### config.mk
export PLATFORM = sky130hd
export DESIGN_NAME = elc3_control_fsm
export DESIGN_NICKNAME = d
export VERILOG_FILES = /design/src/rtl/elc3_control_fsm.sv
export SDC_FILE = /design/constraint.sdc
export NUM_CORES = 1
export LEC_CHECK = 0
export CAP_MARGIN = 20
export CELL_PAD_IN_SITES_DETAIL_PLACEMENT = 0
export CELL_PAD_IN_SITES_GLOBAL_PLACEMENT = 2
export CORE_ASPECT_RATIO = 1.1
export CORE_MARGIN = 4
export CORE_UTILIZATION = 31
export CTS_CLUSTER_DIAMETER = 40
export DETAILED_ROUTE_END_ITERATION = 6
export PLACE_DENSITY = 0.84
export SLEW_MARGIN = 20
export SYNTH_ARGS = -nofsm -noshare
export SYNTH_HDL_FRONTEND = slang
export SYNTH_SLANG_ARGS = --single-unit
### constraint.sdc
create_clock -name Clk -period 3.95 [get_ports Clk]
set_clock_uncertainty 0.05 [all_clocks]
set_input_delay 0.79 -clock Clk [delete_from_list [all_inputs] [get_ports Clk]]
set_output_delay 0.79 -clock Clk [all_outputs]
set_load 0.01 [all_outputs]
### src/rtl/elc3_control_fsm.sv
// elc3_control_fsm - Moore control unit sequencing the eLC-3 datapath through fetch, decode and execute.
// All control outputs are registered alongside the state; the wait counter times every SRAM access.
module elc3_control_fsm #(
  parameter int MEM_WAIT = 2
) (
  input  logic        Clk,
  input  logic        Reset,
  input  logic        Run,
  input  logic        Continue,
  input  logic [15:0] IR,
  input  logic        BEN,
  output logic        LD_MAR,
  output logic        LD_MDR,
  output logic        LD_IR,
  output logic        LD_BEN,
  output logic        LD_REG,
  output logic        LD_CC,
  output logic        LD_PC,
  output logic        GatePC,
  output logic        GateMDR,
  output logic        GateALU,
  output logic        GateMARMUX,
  output logic        ADDR1MUX,
  output logic [1:0]  ADDR2MUX,
  output logic [1:0]  PCMUX,
  output logic [1:0]  DRMUX,
  output logic [1:0]  SR1MUX,
  output logic [1:0]  MARMUX,
  output logic [1:0]  ALUK,
  output logic        MIO_EN,
  output logic        R_W,
  output logic        Halted,
  output logic        Paused,
  output logic        Illegal
);

  typedef enum logic [4:0] {
    S_HALTED, S_F1, S_F2, S_F3, S_DEC, S_ALU, S_LEA, S_BR0, S_JMP, S_J0, S_J1,
    S_ADDR, S_RD, S_IND, S_RD2, S_LDWB, S_STMDR, S_WR, S_PAUSE, S_PREL
  } state_t;

  typedef struct packed {
    logic       ld_mar, ld_mdr, ld_ir, ld_ben, ld_reg, ld_cc, ld_pc;
    logic       gate_pc, gate_mdr, gate_alu, gate_marmux;
    logic       addr1mux;
    logic [1:0] addr2mux, pcmux, drmux, sr1mux, marmux, aluk;
    logic       mio_en, r_w, halted, paused;
  } ctrl_t;

  localparam logic [3:0] OP_BR = 4'b0000, OP_ADD = 4'b0001, OP_LD = 4'b0010, OP_ST = 4'b0011,
                         OP_JSR = 4'b0100, OP_AND = 4'b0101, OP_LDR = 4'b0110, OP_STR = 4'b0111,
                         OP_NOT = 4'b1001, OP_LDI = 4'b1010, OP_STI = 4'b1011, OP_JMP = 4'b1100,
                         OP_PAUSE = 4'b1101, OP_LEA = 4'b1110;

  state_t     state, nxt;
  ctrl_t      ctrl;
  logic [3:0] cnt;
  logic       run_q, set_illegal, mem_done, in_mem;
  logic [3:0] op;
  logic       unused_ir;

  assign op        = IR[15:12];
  assign unused_ir = ^IR[10:0];
  assign in_mem    = (state == S_F2) || (state == S_RD) || (state == S_RD2) || (state == S_WR);
  assign mem_done  = (cnt == 4'(MEM_WAIT - 1));

  function automatic ctrl_t ctrl_for(state_t s, logic [3:0] o, logic ir11);
    ctrl_t c;
    c = '0;
    case (s)
      S_HALTED: c.halted = 1'b1;
      S_F1:     begin c.gate_pc = 1'b1; c.ld_mar = 1'b1; c.ld_pc = 1'b1; end
      S_F2, S_RD, S_RD2: begin c.mio_en = 1'b1; c.ld_mdr = 1'b1; end
      S_F3:     begin c.gate_mdr = 1'b1; c.ld_ir = 1'b1; end
      S_DEC:    c.ld_ben = 1'b1;
      S_ALU: begin
        c.sr1mux = 2'b01; c.gate_alu = 1'b1; c.ld_reg = 1'b1; c.ld_cc = 1'b1;
        c.aluk   = (o == OP_AND) ? 2'b01 : (o == OP_NOT) ? 2'b10 : 2'b00;
      end
      S_LEA:    begin c.addr2mux = 2'b10; c.gate_marmux = 1'b1; c.ld_reg = 1'b1; c.ld_cc = 1'b1; end
      S_BR0:    begin c.pcmux = 2'b10; c.addr2mux = 2'b10; c.ld_pc = 1'b1; end
      S_JMP:    begin c.sr1mux = 2'b01; c.addr1mux = 1'b1; c.pcmux = 2'b10; c.ld_pc = 1'b1; end
      S_J0:     begin c.gate_pc = 1'b1; c.drmux = 2'b01; c.ld_reg = 1'b1; end
      S_J1: begin
        c.pcmux = 2'b10; c.ld_pc = 1'b1;
        if (ir11) c.addr2mux = 2'b11;
        else begin c.sr1mux = 2'b01; c.addr1mux = 1'b1; end
      end
      S_ADDR: begin
        c.gate_marmux = 1'b1; c.ld_mar = 1'b1;
        if (o == OP_LDR || o == OP_STR) begin
          c.addr1mux = 1'b1; c.sr1mux = 2'b01; c.addr2mux = 2'b01;
        end else c.addr2mux = 2'b10;
      end
      S_IND:    begin c.gate_mdr = 1'b1; c.ld_mar = 1'b1; end
      S_LDWB:   begin c.gate_mdr = 1'b1; c.ld_reg = 1'b1; c.ld_cc = 1'b1; end
      S_STMDR:  begin c.aluk = 2'b11; c.gate_alu = 1'b1; c.ld_mdr = 1'b1; end
      S_WR:     begin c.mio_en = 1'b1; c.r_w = 1'b1; end
      S_PAUSE, S_PREL: c.paused = 1'b1;
      default:  c.halted = 1'b1;
    endcase
    return c;
  endfunction

  always_comb begin
    nxt         = state;
    set_illegal = 1'b0;
    case (state)
      S_HALTED: if (Run) nxt = S_F1;
      S_F1:     nxt = Run ? S_F2 : S_HALTED;
      S_F2:     if (mem_done) nxt = S_F3;
      S_F3:     nxt = S_DEC;
      S_DEC: begin
        case (op)
          OP_ADD, OP_AND, OP_NOT:                 nxt = S_ALU;
          OP_LEA:                                 nxt = S_LEA;
          OP_BR:                                  nxt = S_BR0;
          OP_JMP:                                 nxt = S_JMP;
          OP_JSR:                                 nxt = S_J0;
          OP_LD, OP_LDR, OP_LDI, OP_ST, OP_STR, OP_STI: nxt = S_ADDR;
          OP_PAUSE:                               nxt = S_PAUSE;
          default: begin nxt = S_HALTED; set_illegal = 1'b1; end
        endcase
      end
      S_J0:     nxt = S_J1;
      S_ADDR:   nxt = (op == OP_ST || op == OP_STR) ? S_STMDR : S_RD;
      S_RD:     if (mem_done) nxt = (op == OP_LDI || op == OP_STI) ? S_IND : S_LDWB;
      S_IND:    nxt = (op == OP_LDI) ? S_RD2 : S_STMDR;
      S_RD2:    if (mem_done) nxt = S_LDWB;
      S_STMDR:  nxt = S_WR;
      S_WR:     if (mem_done) nxt = S_F1;
      S_PAUSE:  if (Continue) nxt = S_PREL;
      S_PREL:   if (!Continue) nxt = S_F1;
      S_ALU, S_LEA, S_BR0, S_JMP, S_J1, S_LDWB: nxt = S_F1;
      default:  nxt = S_HALTED;
    endcase
  end

  always_ff @(posedge Clk or negedge Reset) begin
    if (!Reset) begin
      state   <= S_HALTED;
      ctrl    <= ctrl_for(S_HALTED, 4'h0, 1'b0);
      cnt     <= 4'd0;
      run_q   <= 1'b0;
      Illegal <= 1'b0;
    end else begin
      state <= nxt;
      ctrl  <= ctrl_for(nxt, op, IR[11]);
      cnt   <= (in_mem && !mem_done) ? cnt + 4'd1 : 4'd0;
      run_q <= Run;
      if (set_illegal)       Illegal <= 1'b1;
      else if (Run && !run_q) Illegal <= 1'b0;
    end
  end

  assign LD_MAR     = ctrl.ld_mar;
  assign LD_MDR     = ctrl.ld_mdr;
  assign LD_IR      = ctrl.ld_ir;
  assign LD_BEN     = ctrl.ld_ben;
  assign LD_REG     = ctrl.ld_reg;
  assign LD_CC      = ctrl.ld_cc;
  // BEN is latched on the same edge that enters BR0, so the branch decision is applied here.
  assign LD_PC      = ctrl.ld_pc & (BEN | (state != S_BR0));
  assign GatePC     = ctrl.gate_pc;
  assign GateMDR    = ctrl.gate_mdr;
  assign GateALU    = ctrl.gate_alu;
  assign GateMARMUX = ctrl.gate_marmux;
  assign ADDR1MUX   = ctrl.addr1mux;
  assign ADDR2MUX   = ctrl.addr2mux;
  assign PCMUX      = ctrl.pcmux;
  assign DRMUX      = ctrl.drmux;
  assign SR1MUX     = ctrl.sr1mux;
  assign MARMUX     = ctrl.marmux;
  assign ALUK       = ctrl.aluk;
  assign MIO_EN     = ctrl.mio_en;
  assign R_W        = ctrl.r_w;
  assign Halted     = ctrl.halted;
  assign Paused     = ctrl.paused;

  bus_one_driver: assert property (@(posedge Clk) disable iff (!Reset)
    $onehot0({GatePC, GateMDR, GateALU, GateMARMUX}));

endmodule
; ---- Word level (Yosys, flattened, before mapping)
; Index checks and enable logic that the tools add are counted.
[op_classes]
addsub = 1
n_mul = 0
div = 0
n_lt_le_gt_ge = 0
n_eq_ne = 53
shift = 0
muxes = 47
n_bitwise = 2
reduce_logical = 32
[op_table]
columns = operator, n
row1 = equality test 5 x 4 -> 1 bit (second input constant), 16
row2 = one-hot mux 5 bit (15 select lines), 1
row3 = 2-to-1 mux 5 bit, 9
row4 = equality test 5 x 3 -> 1 bit (second input constant), 8
row5 = equality test 5 bit (second input constant), 8
row6 = one-hot mux 5 bit (7 select lines), 1
row7 = equality test 4 bit (second input constant), 6
row8 = 2-to-1 mux 1 bit, 24
row9 = equality test 5 x 2 -> 1 bit (second input constant), 4
row10 = OR reduction 19 bit, 1
row11 = equality test 4 x 3 -> 1 bit (second input constant), 4
row12 = OR reduction 4 bit, 4
row13 = OR reduction 3 bit, 5
row14 = 2-to-1 mux 2 bit, 7
row15 = OR reduction 14 bit, 1
row16 = OR reduction 2 bit, 6
row17 = OR reduction 6 bit, 2
row18 = equality test 5 x 1 -> 1 bit (second input constant), 2
row19 = equality test 4 x 1 -> 1 bit (second input constant), 2
row20 = equality test 4 x 2 -> 1 bit (second input constant), 2
row21 = logical OR 1 bit, 6
row22 = one-hot mux 1 bit (3 select lines), 2
row23 = one-hot mux 2 bit (3 select lines), 1
row24 = zero test 5 bit, 1
row25 = other kinds (10), 12
[totals]
regBits = 37
latch_bits = 0
ramBits = 0
rom_bits = 0
in_bits = 21
output_inout_bits = 29
elab_cells = 160
mem_count = 0

; ---- Depth between registers and ports, before layout
[logic_depth]
ltp_word = 8
mapped_depth = 10
depth_no_buf = 10

; ---- Least setup slack after synthesis
; No wires, ideal clock.
[synth_timing]
path_type = input to register
start = input port IR[13]
end = register ctrl, in the netlist SR1MUX[0]
arrival_ns = 2.194
required_time_ns = 3.767
setup_slack_ns = 1.573
stages = 9
path_cell_list = buf_4 -> nand3b_1 -> a21oi_1 -> nor2_1 -> nor4_4 -> buf_2 -> nor3_1 -> o21ai_1 -> o211ai_1
[synth_between]
elab_chain_len = 8
word_cells_on_any_way = 32
classes_between = 17 x eq/ne / 8 x mux / 7 x reduce/logical
[synth_lines]
columns = item, line_no
row1 = from (decl), 10  ; input logic [15:0] IR,
row2 = "parallel branches: the longest is 7 deep, another holds one-hot mux 5 bit (15 select lines)", n/a
row3 = one-hot mux 1 bit (3 select lines) (*), 70  ; case (s)
row4 = to (signal assigned), 142  ; ctrl <= ctrl_for(S_HALTED, 4'h0, 1'b0);
row5 = to (signal assigned), 148  ; ctrl <= ctrl_for(nxt, op, IR[11]);
row6 = to (decl), 56  ; ctrl_t ctrl;
; Mark *: on every way between the ends.
; A chain may end at the register's enable or synchronous reset.

; ---- Worst setup path after layout
[layout_timing]
start = input port IR[14]
end = register ctrl, in the netlist ALUK[0]
[layout_between]
elab_chain_len = 7
word_cells_on_any_way = 28
classes_between = 15 x eq/ne / 8 x mux / 5 x reduce/logical
[layout_lines]
columns = item, line_no
row1 = "parallel branches: the longest is 4 deep, another holds one-hot mux 5 bit (7 select lines)", n/a
row2 = one-hot mux 5 bit (15 select lines) (*), 108  ; case (state)
row3 = named net nxt[1], 55  ; state_t state, nxt;
row4 = equality test 5 bit / equality test 5 x 3 -> 1 bit (equally long branches), 70
row5 = one-hot mux 2 bit (2 select lines) (*), 70
; Mark *: on every way through the listed nets, which the timed path passes.

==> impl_metrics.ini <==
[run_status]
run_status = finished, final reports clean

[logic_synthesis]
synth_top_area_cell = sky130_fd_sc_hd__dfrtp_1
synthTopCellsByArea = sky130_fd_sc_hd__dfrtp_1, sky130_fd_sc_hd__buf_4, sky130_fd_sc_hd__nor2_1
synth_enable_flop_cells = 0
syn_avg_cell_area_um2 = 9.52
synth-seq-cells = 34
yosysSeqAreaShare = 0.443
synth_flop_cell = sky130_fd_sc_hd__dfrtp_1
yosys.cell_types.count = 60
post-synth-top-count-cell = sky130_fd_sc_hd__dfrtp_1
syn_area_um2 = 1920
yosys_warnings = 0
async_reset_ff_frac = 1.00
synth_commonest_cells = sky130_fd_sc_hd__dfrtp_1, sky130_fd_sc_hd__nor2_1, sky130_fd_sc_hd__nand2_1
area_share_of_the_leading_cell_type_in_the_synthesized_netlist = 0.429
syn_inst = 202

[worst_setup_path]
end_kind = flop
cp.required_ns = 4.11
worstRegToRegCells = 9
timing.critical_path.arrival_ns = 3.23
timing.rr.start = cnt[1]
worstSetupPathType = in2reg
crit_path_max_fanout = 15
worstSetupStartpointType = primary input
worstReg2RegEnd = Halted
slack_of_the_worst_reg_to_reg_path_ns = 1.42

[placed_design]
place_hpwl_um = 3070
count_of_input_and_output_buffers = 33
post-place-cells = 295
detailedPlace.worstSlack_ns = 0.597
place.gp.congestion = 0.861

[sta]
final_max_slew_viol_count = 0
worst_pin_slew_ns = 0.639
aggregate_negative_setup_slack_ns = 0
unrepaired_setup_endpoints_after_global_routing = false
relSlewSlack = 0.573
final-setup-viol-count = 0
fin_crit_sh = 0.777
fin_crit_ns = 3.07
postLayoutSetupSlackWorst_ns = 0.882
report.final.hold_viol_count = 0
fmaxAchievable_mhz = 326

[global_route]
grt_overflow_total = 0
grt_antenna_before_repair = 0
grt_max_degree = 35
grt_pass1_wl_um = 7350
groute.usage.overall = 0.119
grt_pass1_vias = 1458

[routing]
drc_errors = 0
dr_total_vias = 1507
wirelength_um = 4250
routed_via_density = 4.97
drt_first_iter_violations = 99
drtAntennaViolNets = 0
drt_pre_antenna_iters = 4
detail_route.wl_per_cell_um = 14.0

[floorplan]
pin_count = 50
die_area_um2 = 7530
die_h_um = 90.6
placementRows = 29
die_width_um = 83.1
floorplan.core_area_um2 = 5880
initial_core_util = 0.327

[layout]
share_of_final_layout_standard_cells_stronger_than_drive_strength_1 = 0.111
count_of_antenna_diodes_in_the_layout = 0
stdcell_count = 303
fillCellCount = 616
share_of_the_core_filled_with_cells_in_the_final_layout = 0.395
final_nets = 248
syn2layout_area_growth_pct = 20.8

[clock_network]
cts.repair_timing.setup_buffer_count = 0
cts.htree.levels = 2
cts_tree = built
cts_max_path_buffers = 2
clk_pin_slew_ns = 0.07
clkLatencyLatePin_ns = 0.28
clock-root-buffer = sky130_fd_sc_hd__clkbuf_8
clkSinkCount = 34
cts_hold_repair.buffers = 0
post_cts.resized_instances = 0
cts_inserted_buffers = 5

[pwr]
p_total_w = 0.00155
power_leakage_nw = 1.03
peakVddDrop_uv = 233
power_per_cell_area_nw_per_um2 = 666

[hold_path]
worstHoldEndpoint = cnt[0]
hold_path_depth = 1
hold_class = reg2reg
min-delay-start = cnt[0]

[flow_run]
drv_cap = 0
-- cell families (layout without fill, tap and decap cells) --
logic type	after synthesis	in the layout	share of synthesized area
other	1	5	0.00195
and+or+nand+nor	81	81	0.240
AOI/OAI and AO/OA	48	48	0.184
buffers and inverters	32	52	0.0989
muxes	1	1	0.00521
DFF	34	34	0.443
adders and majority gates	2	2	0.0130
xor gates and xnor gates	3	3	0.0137
-- flip-flops by register name (all words and copies together), names as in the netlist, 2 cells and up --
register	flops
ALUK	2
state	5
cnt	4
ADDR2MUX	2
-- per-stage QoR --
stage | area (um2) | hold slack, ns
floorplan | 1940 | 0.392
global placement | 2230 | 0.424
detailed placement | 2230 | 0.426
CTS | 2320 | 0.440
global route | 2320 | 0.467
finish | 2320 | 0.434
-- cell type report --
cell class	count	area, um2	area share
multi-input combinational	140	896	0.386
clock inverter	2	12.5	0.00539
timing repair buffer	36	353	0.152
inverter	8	30.0	0.0129
clock buffer	6	82.6	0.0356
sequential	34	852	0.367
tap	77	96.3	0.0415
-- how the worst max path moves through the flow --
stage	to	slack [ns]	depth (start not counted)	from
finish	ALUK[0]	0.88	8	IR[14]
global route	Halted	0.65	9	IR[14]
CTS	ALUK[0]	0.88	8	IR[14]
detailed placement	ALUK[0]	0.60	8	IR[14]
global placement	ALUK[0]	0.55	8	IR[14]
floorplan	SR1MUX[0]	1.57	9	IR[13]
-- placed cells by master, fill, tap and decap left out, types with 3 or more instances in the layout --
cell type,count
sky130_fd_sc_hd__nor2b_1,4
sky130_fd_sc_hd__nor3_1,5
sky130_fd_sc_hd__o21bai_1,3
sky130_fd_sc_hd__dfrtp_1,33
sky130_fd_sc_hd__buf_4,3
sky130_fd_sc_hd__clkbuf_8,6
sky130_fd_sc_hd__nand2b_1,6
sky130_fd_sc_hd__conb_1,5
sky130_fd_sc_hd__a211oi_1,3
sky130_fd_sc_hd__nand4_1,3
sky130_fd_sc_hd__inv_1,6
sky130_fd_sc_hd__o21ai_1,4
sky130_fd_sc_hd__a21oi_1,5
sky130_fd_sc_hd__o21ai_0,10
sky130_fd_sc_hd__nand2_1,15
sky130_fd_sc_hd__nand3_1,5
sky130_fd_sc_hd__clkdlybuf4s50_1,33
sky130_fd_sc_hd__nor2_1,21
-- routing by layer --
metal | track usage | part of all wire
met3 | 0.0274 | 0.051
met5 | 0 | 0
met4 | 0.0368 | 0.014
met2 | 0.183 | 0.44
met1 | 0.166 | 0.50
-- report_power, final --
part / internal (W) / switching (W) / total [W]
Sequential: 0.000439 / 0.0000805 / 0.000519
Clock: 0.000140 / 0.000125 / 0.000265
Combinational: 0.000335 / 0.000428 / 0.000763
Total: 0.000914 / 0.000633 / 0.00155
-- critical path, stage by stage --
cell	delay, ns
sky130_fd_sc_hd__clkdlybuf4s50_1	0.66
sky130_fd_sc_hd__nand3b_1	0.30
sky130_fd_sc_hd__a21oi_1	0.17
sky130_fd_sc_hd__nor2_1	0.08
sky130_fd_sc_hd__nor4_4	0.56
sky130_fd_sc_hd__inv_2	0.13
sky130_fd_sc_hd__or3_4	0.41
sky130_fd_sc_hd__o21ai_1	0.13
(Power assumes the default switching activity.)
